==> src/rtl/crc_serial_tx.sv <==
// Serial CRC link transmitter: frames a parallel word as start bit, data MSB first,
// then the CRC remainder MSB first, on a single registered line.
`timescale 1ns/1ps

module crc_serial_tx #(
    parameter int                DATA_W = 8,
    parameter int                CRC_W  = 4,
    parameter logic [CRC_W-1:0]  POLY   = 4'b0011
) (
    input  logic              CLK,
    input  logic              CLR,
    input  logic              LOAD,
    input  logic [DATA_W-1:0] DIN,
    output logic              SDO,
    output logic              BUSY,
    output logic              DONE,
    output logic [CRC_W-1:0]  CRC_OUT
);

    localparam int MAX_W = (DATA_W > CRC_W) ? DATA_W : CRC_W;
    localparam int CNT_W = (MAX_W > 1) ? $clog2(MAX_W) : 1;
    localparam logic [CNT_W-1:0] DATA_LAST = CNT_W'(DATA_W - 1);
    localparam logic [CNT_W-1:0] CRC_LAST  = CNT_W'(CRC_W - 1);

    typedef enum logic [1:0] {IDLE, START, DATA, CRC} state_t;

    state_t              state_q, state_d;
    logic [CNT_W-1:0]    cnt_q, cnt_d;
    logic [DATA_W-1:0]   shift_q, shift_d;
    logic [CRC_W-1:0]    crc_q, crc_d;
    logic [CRC_W-1:0]    tail_q, tail_d;
    logic [CRC_W-1:0]    crc_out_q, crc_out_d;
    logic                sdo_q, sdo_d;
    logic                busy_q, busy_d;
    logic                done_q, done_d;
    logic                present_data;
    logic                present_crc;
    logic                fb;

    always_ff @(posedge CLK or negedge CLR) begin
        if (!CLR) begin
            state_q   <= IDLE;
            cnt_q     <= '0;
            shift_q   <= '0;
            crc_q     <= '0;
            tail_q    <= '0;
            crc_out_q <= '0;
            sdo_q     <= 1'b0;
            busy_q    <= 1'b0;
            done_q    <= 1'b0;
        end else begin
            state_q   <= state_d;
            cnt_q     <= cnt_d;
            shift_q   <= shift_d;
            crc_q     <= crc_d;
            tail_q    <= tail_d;
            crc_out_q <= crc_out_d;
            sdo_q     <= sdo_d;
            busy_q    <= busy_d;
            done_q    <= done_d;
        end
    end

    // The counter indexes the bit currently on the line within DATA or CRC.
    always_comb begin
        state_d = state_q;
        cnt_d   = cnt_q;
        case (state_q)
            IDLE: begin
                if (LOAD) begin
                    state_d = START;
                    cnt_d   = '0;
                end
            end
            START: begin
                state_d = DATA;
                cnt_d   = '0;
            end
            DATA: begin
                if (cnt_q == DATA_LAST) begin
                    state_d = CRC;
                    cnt_d   = '0;
                end else begin
                    cnt_d = cnt_q + CNT_W'(1);
                end
            end
            CRC: begin
                if (cnt_q == CRC_LAST) begin
                    state_d = IDLE;
                    cnt_d   = '0;
                end else begin
                    cnt_d = cnt_q + CNT_W'(1);
                end
            end
            default: begin
                state_d = IDLE;
                cnt_d   = '0;
            end
        endcase
    end

    // Register inputs are chosen from the transition so every output lands on the edge.
    always_comb begin
        shift_d      = shift_q;
        crc_d        = crc_q;
        tail_d       = tail_q;
        crc_out_d    = crc_out_q;
        sdo_d        = 1'b0;
        busy_d       = (state_d != IDLE);
        done_d       = (state_d == CRC) && (cnt_d == CRC_LAST);
        present_data = (state_q == START) || ((state_q == DATA) && (state_d == DATA));
        present_crc  = (state_d == CRC);
        fb           = shift_q[DATA_W-1] ^ crc_q[CRC_W-1];

        if ((state_q == IDLE) && (state_d == START)) begin
            shift_d = DIN;
            crc_d   = '0;
            tail_d  = '0;
            sdo_d   = 1'b1;
        end

        if (present_data) begin
            sdo_d   = shift_q[DATA_W-1];
            shift_d = {shift_q[DATA_W-2:0], 1'b0};
            crc_d   = {crc_q[CRC_W-2:0], 1'b0} ^ (fb ? POLY : '0);
        end

        // Tail collects the remainder as it leaves so the full value survives the shift-out.
        if (present_crc) begin
            sdo_d  = crc_q[CRC_W-1];
            crc_d  = {crc_q[CRC_W-2:0], 1'b0};
            tail_d = {tail_q[CRC_W-2:0], crc_q[CRC_W-1]};
        end

        if (done_d) begin
            crc_out_d = tail_d;
        end
    end

    assign SDO     = sdo_q;
    assign BUSY    = busy_q;
    assign DONE    = done_q;
    assign CRC_OUT = crc_out_q;

endmodule

==> config.mk <==
export PLATFORM = sky130hd
export DESIGN_NAME = crc_serial_tx
export DESIGN_NICKNAME = d
export VERILOG_FILES = /design/src/rtl/crc_serial_tx.sv
export SDC_FILE = /design/constraint.sdc
export NUM_CORES = 1
export LEC_CHECK = 0
export BUFFER_PORTS_ARGS = -buffer_cell sky130_fd_sc_hd__buf_2
export CAP_MARGIN = 25
export CORE_MARGIN = 2
export CORE_UTILIZATION = 58
export CTS_BUF_LIST = sky130_fd_sc_hd__clkbuf_2
export CTS_CLUSTER_DIAMETER = 30
export DETAILED_ROUTE_END_ITERATION = 10
export PLACE_DENSITY = 0.8
export SETUP_SLACK_MARGIN = 0.1
export SLEW_MARGIN = 20
export SYNTH_ARGS = -nofsm -noshare
export SYNTH_HDL_FRONTEND = slang
export SYNTH_SLANG_ARGS = --single-unit
export TNS_END_PERCENT = 50
==> constraint.sdc <==
create_clock -name CLK -period 2.15 [get_ports CLK]
set_input_delay 0.3225 -clock CLK [delete_from_list [all_inputs] [get_ports CLK]]
set_output_delay 0.3225 -clock CLK [all_outputs]
set_load 0.1 [all_outputs]
[Word-level counts from Yosys, hierarchy flattened]
Cells that the tools add are included.
Word-level totals
  register bits: 28
  input port bits: 11
  output and inout port bits: 7
  word-level logic and storage cells: 48
Operators by class
  add/sub/neg operators: 1
  equal/unequal tests: 9
  muxes and demuxes: 19
  bitwise gates (word level): 2
  reductions and logical operators: 8
Operators by type and width (number)
  $mux W4: 5
  $mux W8: 2
  $pmux W3 S4: 1
  $mux W3: 3
  $eq A2 B2 Y1 const B: 4
  $mux W2: 4
  $pmux W2 S4: 1
  $eq A3 B2 Y1 const B: 2
  $eq A2 B1 Y1 const B: 2
  $reduce_bool A2 Y1: 2
  $xor A4 B2 Y4: 1
  $add A3 B1 Y3 const B: 1
  $eq A3 B3 Y1 const B: 1
  $logic_and A1 B1 Y1: 3
  $mux W1: 3
  $reduce_bool A3 Y1: 1
  $logic_not A2 Y1: 1
  $logic_or A1 B1 Y1: 1
  $xor A1 B1 Y1: 1

[Depth between registers and ports, before layout]
  depth after elaboration: 8
  depth in mapped cells: 7
  depth with buffers taken out: 7

[Least setup slack after synthesis]
Ideal clock, no wire load.
  path type: register to register
  start: reg cnt_q[0]
  end: reg crc_out_q[0] (netlist: CRC_OUT[0])
  setup time: 0.125 ns
  arrival: 1.629 ns
  required time: 2.025 ns
  setup slack: 0.396 ns
  stages on the path, launching flop included: 8
  path buffers: 0
  period minus slack after synthesis: 1.754 ns
  cells stage by stage: dfrtp_1 ha_1 ha_1 nor2b_1 a21oi_1 o21ai_1 nand3b_4 mux2_4
On the way
  elaborated cells on any way between the ends: 17
  classes of those cells: 1 x add/sub; 5 x eq/ne; 9 x mux; 2 x reduce/logical
RTL lines
  start, declared: line 28  | logic [CNT_W-1:0] cnt_q, cnt_d;
  start signal, assigned: line 53  | cnt_q <= cnt_d;
  $add A3 B1 Y3, or another cell as far along: line 84, 92
  $mux W3, on equally long branches: line 88, 80
  $pmux W3 S4 (*): line 68  | case (state_q)
  via cnt_d[2]: line 28
  $eq A3 B2 Y1 (*): line 110  | done_d = (state_d == CRC) && (cnt_d == CRC_LAST);
  $logic_and A1 B1 Y1 (*): line 110
  end signal, assigned: line 57  | crc_out_q <= crc_out_d;
  end, declared: line 32  | logic [CRC_W-1:0] crc_out_q, crc_out_d;
The timed path passes the listed nets; every way through them passes the cells marked *.
A chain may end at the register's enable or synchronous reset.

[Worst setup path in the final report]
  start: reg cnt_q[0]
  end: reg crc_out_q[1] (netlist: CRC_OUT[1])
The elaborated chain is that of the path after synthesis.

==> results.md <==
- Final core utilization: 65.74%
- WL final: 2157 um
- Clock Path Buffers: 2
- Setup crit end kind: flip-flop
- Relative slew slack: 61.00%
- Number of flops mapped to enable cells by yosys: 0
- Setup bufs post-CTS: 0
- Clock power frac: 7.9%
- Final setup fails: 0
- Final nets: 154
- Total grt overflow: 0
- CP startpoint kind: flip-flop
- Worst EP required: 2.39 ns
- Top FF cell, synth: dfrtp_1
- Total GRT Usage: 20.37%
- Initial Utilization: 59.86%
- Peak supply drop: 0.001156 V
- Maximum clock frequency: 0.5198 GHz
- Switching pwr: 1.051 mW
- FILL cells: 177
- Avg Vias per Cell: 5.422
- DRC: 0
- Worst slack at placement: 0.1881 ns
- Worst Hold Class: input port to flip-flop
- Fraction of registers with async set/reset: 100.0%
- R2r startpoint: cnt_q[0]
- Drt wl/cell: 12.99 um
- Cells after Synth: 119
- Area Growth Syn to Fin: 9.827%
- Antenna Nets Post-Route: 0
- Worst-path clk slew: 0.23 ns
- Unrepaired setup endpoints after global routing: no
- Sw frac: 47.14%
- Clock Tree Root: clkbuf_2
- Seq/Total Area, Yosys: 53.95%
- TritonCTS Buffers: 3
- Vias in the first global route: 939
- Final Worst Setup Slack: 0.2261 ns
- Leading area contributor after synthesis: dfrtp_1
- #FFs+latches synth: 28
- Ant. Diodes: 0
- Mapped Area: 1299 sq um
- Initial DRC Count: 25
- DR vias: 900
- P_leak: 0.7744 nW
- CTS tree: done
- Drt pass-1 iters: 4
- Core area: 2170 sq um
- Critical path type: flip-flop to flip-flop
- Syn. warnings: 0
- Syn avg cell area: 10.91 sq um
- Layout cells sized above 1: 24.64%
- Crit path DAT: 2.17 ns
- Clock Skew: 0.01485 ns
- Initial antenna violation count: 0
- Number of port buffers: 17
- Status: finished, final reports clean
- Worst hold slack: 0.1845 ns
- Max Cap Violations: 0
- IO Pins: 18
- Crit. Startpoint: cnt_q[0]
- Final worst path period need: 1.924 ns
- Hold_sp: DIN[6]
- Critical path fanouts, max: 5
- Die Y: 51.32 um
- Tcrit/Tclk final: 89.48%
- H-tree lvl count: 1
- Die Width: 51.32 um
- Skew-Pair Late Insertion Delay: 0.34 ns
- Fin. max-slew vios: 0
- PwrDens: 1563 nW/um^2
- Setup TNS Final: 0 ns
- Final Hold Vio Count: 0
- Yosys top cell area share: 53.95%
- Sequential share of power: 39.6%
- Cell variety after synth: 30
- Pin count of the biggest net entering global routing: 29
- GP Congestion: 0.7319
- Internal: 1.178 mW
- Syn_nets: 134
- Row count: 17
- Logic pwr share: 52.6%
- Clock sink total: 28
- Top cells by area, synth: dfrtp_1 54%, nand2_1 8.4%, mux2_4 4.6%
- Final HPWL DP: 1615 um
- Worst slew pin tran: 0.5850 ns
- Die area: 2634 sq um
- First-pass GRT wire length: 3981 um
-- logic make-up after synthesis --
logic type | share of synthesized area, %
compound gates | 12.62
xor+xnor | 1.349
fa+ha+maj | 3.854
buf+inv | 3.950
flops | 53.95
mux | 5.395
simple gates | 18.88
-- through the flow --
| stage | instance area (sq um) | instances | total power, mW |
|---|---|---|---|
| after global routing | 1426 | 166 | 2.400 |
| after global placement | 1394 | 161 | 2.014 |
| after floorplan | 1299 | 119 | 1.849 |
| final | 1426 | 166 | 2.229 |
| after CTS | 1423 | 166 | 2.241 |
| after detailed placement | 1394 | 161 | 2.060 |
-- worst max-delay path, cell delays in order (launching register included) --
cell and delay, ns:
dfrtp_1 0.45, ha_1 0.25, ha_1 0.29, nor2b_1 0.11, a21oi_1 0.06, o21ai_2 0.15
nand3b_4 0.21, mux2_4 0.32
-- power by group through the flow --
| stage | Combinational, mW | Sequential (mW) | Clock (mW) |
|---|---|---|---|
| global route | 1.28 | 0.912 | 0.206 |
| detailed placement | 1.17 | 0.889 | 0 |
| global placement | 1.13 | 0.881 | 0 |
| CTS | 1.17 | 0.879 | 0.187 |
| floorplan | 0.717 | 1.13 | 0 |
| finish | 1.17 | 0.882 | 0.175 |
-- worst paths after layout --
check / to / cells past startpoint / slack, ns
worst max-delay path: CRC_OUT[1] / 7 / 0.23
worst min-delay path: shift_q[6] / 3 / 0.18
worst max register to register: CRC_OUT[1] / 7 / 0.23
worst min register to register: shift_q[6] / 2 / 0.51
max in group asynchronous: crc_q[0] / 2 / 1.29
min in group asynchronous: shift_q[2] / 2 / 0.48
-- cells in the mapped netlist, types with 2 or more instances --
| cell | n |
|---|---|
| nand2_1 | 29 |
| nand3_1 | 6 |
| buf_6 | 2 |
| buf_2 | 2 |
| inv_1 | 5 |
| ha_1 | 4 |
| a22o_1 | 3 |
| nor2_1 | 4 |
| nor2_2 | 3 |
| dfrtp_1 | 28 |
| nand2b_1 | 2 |
| a21oi_1 | 4 |
| a22oi_1 | 7 |
| mux2_4 | 4 |
-- registers in the layout, indices dropped and copies added, names as in the netlist --
register  count
cnt_q         3
SDO           1
tail_q        4
DONE          1
CRC_OUT       4
shift_q       8
crc_q         4
BUSY          1
state_q       2
-- routing by layer --
metal	GRT usage (%)	share of wire [%]
met5	0	0
met4	7.895	0.74
met3	2.632	3.2
met2	34.85	51
met1	26.37	45
-- placed cells by master (no fill, tap or decap), drive strengths merged, types with 2 or more instances in the layout --
cell type,count
a22o,3
o21ai,2
clkbuf,3
inv,5
a21oi,5
a22oi,7
mux2,4
nand2b,3
dfrtp,28
nand3,6
nor2,7
nand2,29
ha,4
buf,18
-- final cells by class --
class                           instances  area [sq um]  area share, %
Sequential cell                        28         700.7          49.12
Multi-Input combinational cell         82         550.5          38.60
Timing Repair Buffer                   19         102.6          7.193
Tap cell                               28         35.03          2.456
Inverter                                5         18.77          1.316
Clock buffer                            3         15.01          1.053
Clock inverter                          1         3.754         0.2632
-- repair_timing --
| action | in CTS | in global routing |
|---|---|---|
| hold buffers | 1 | 0 |
| hold endpoints to repair | 28 | 0 |
| gates resized for setup | 0 | 1 |
| endpoints found under the setup margin | 0 | 4 |
(Power assumes the default switching activity.)
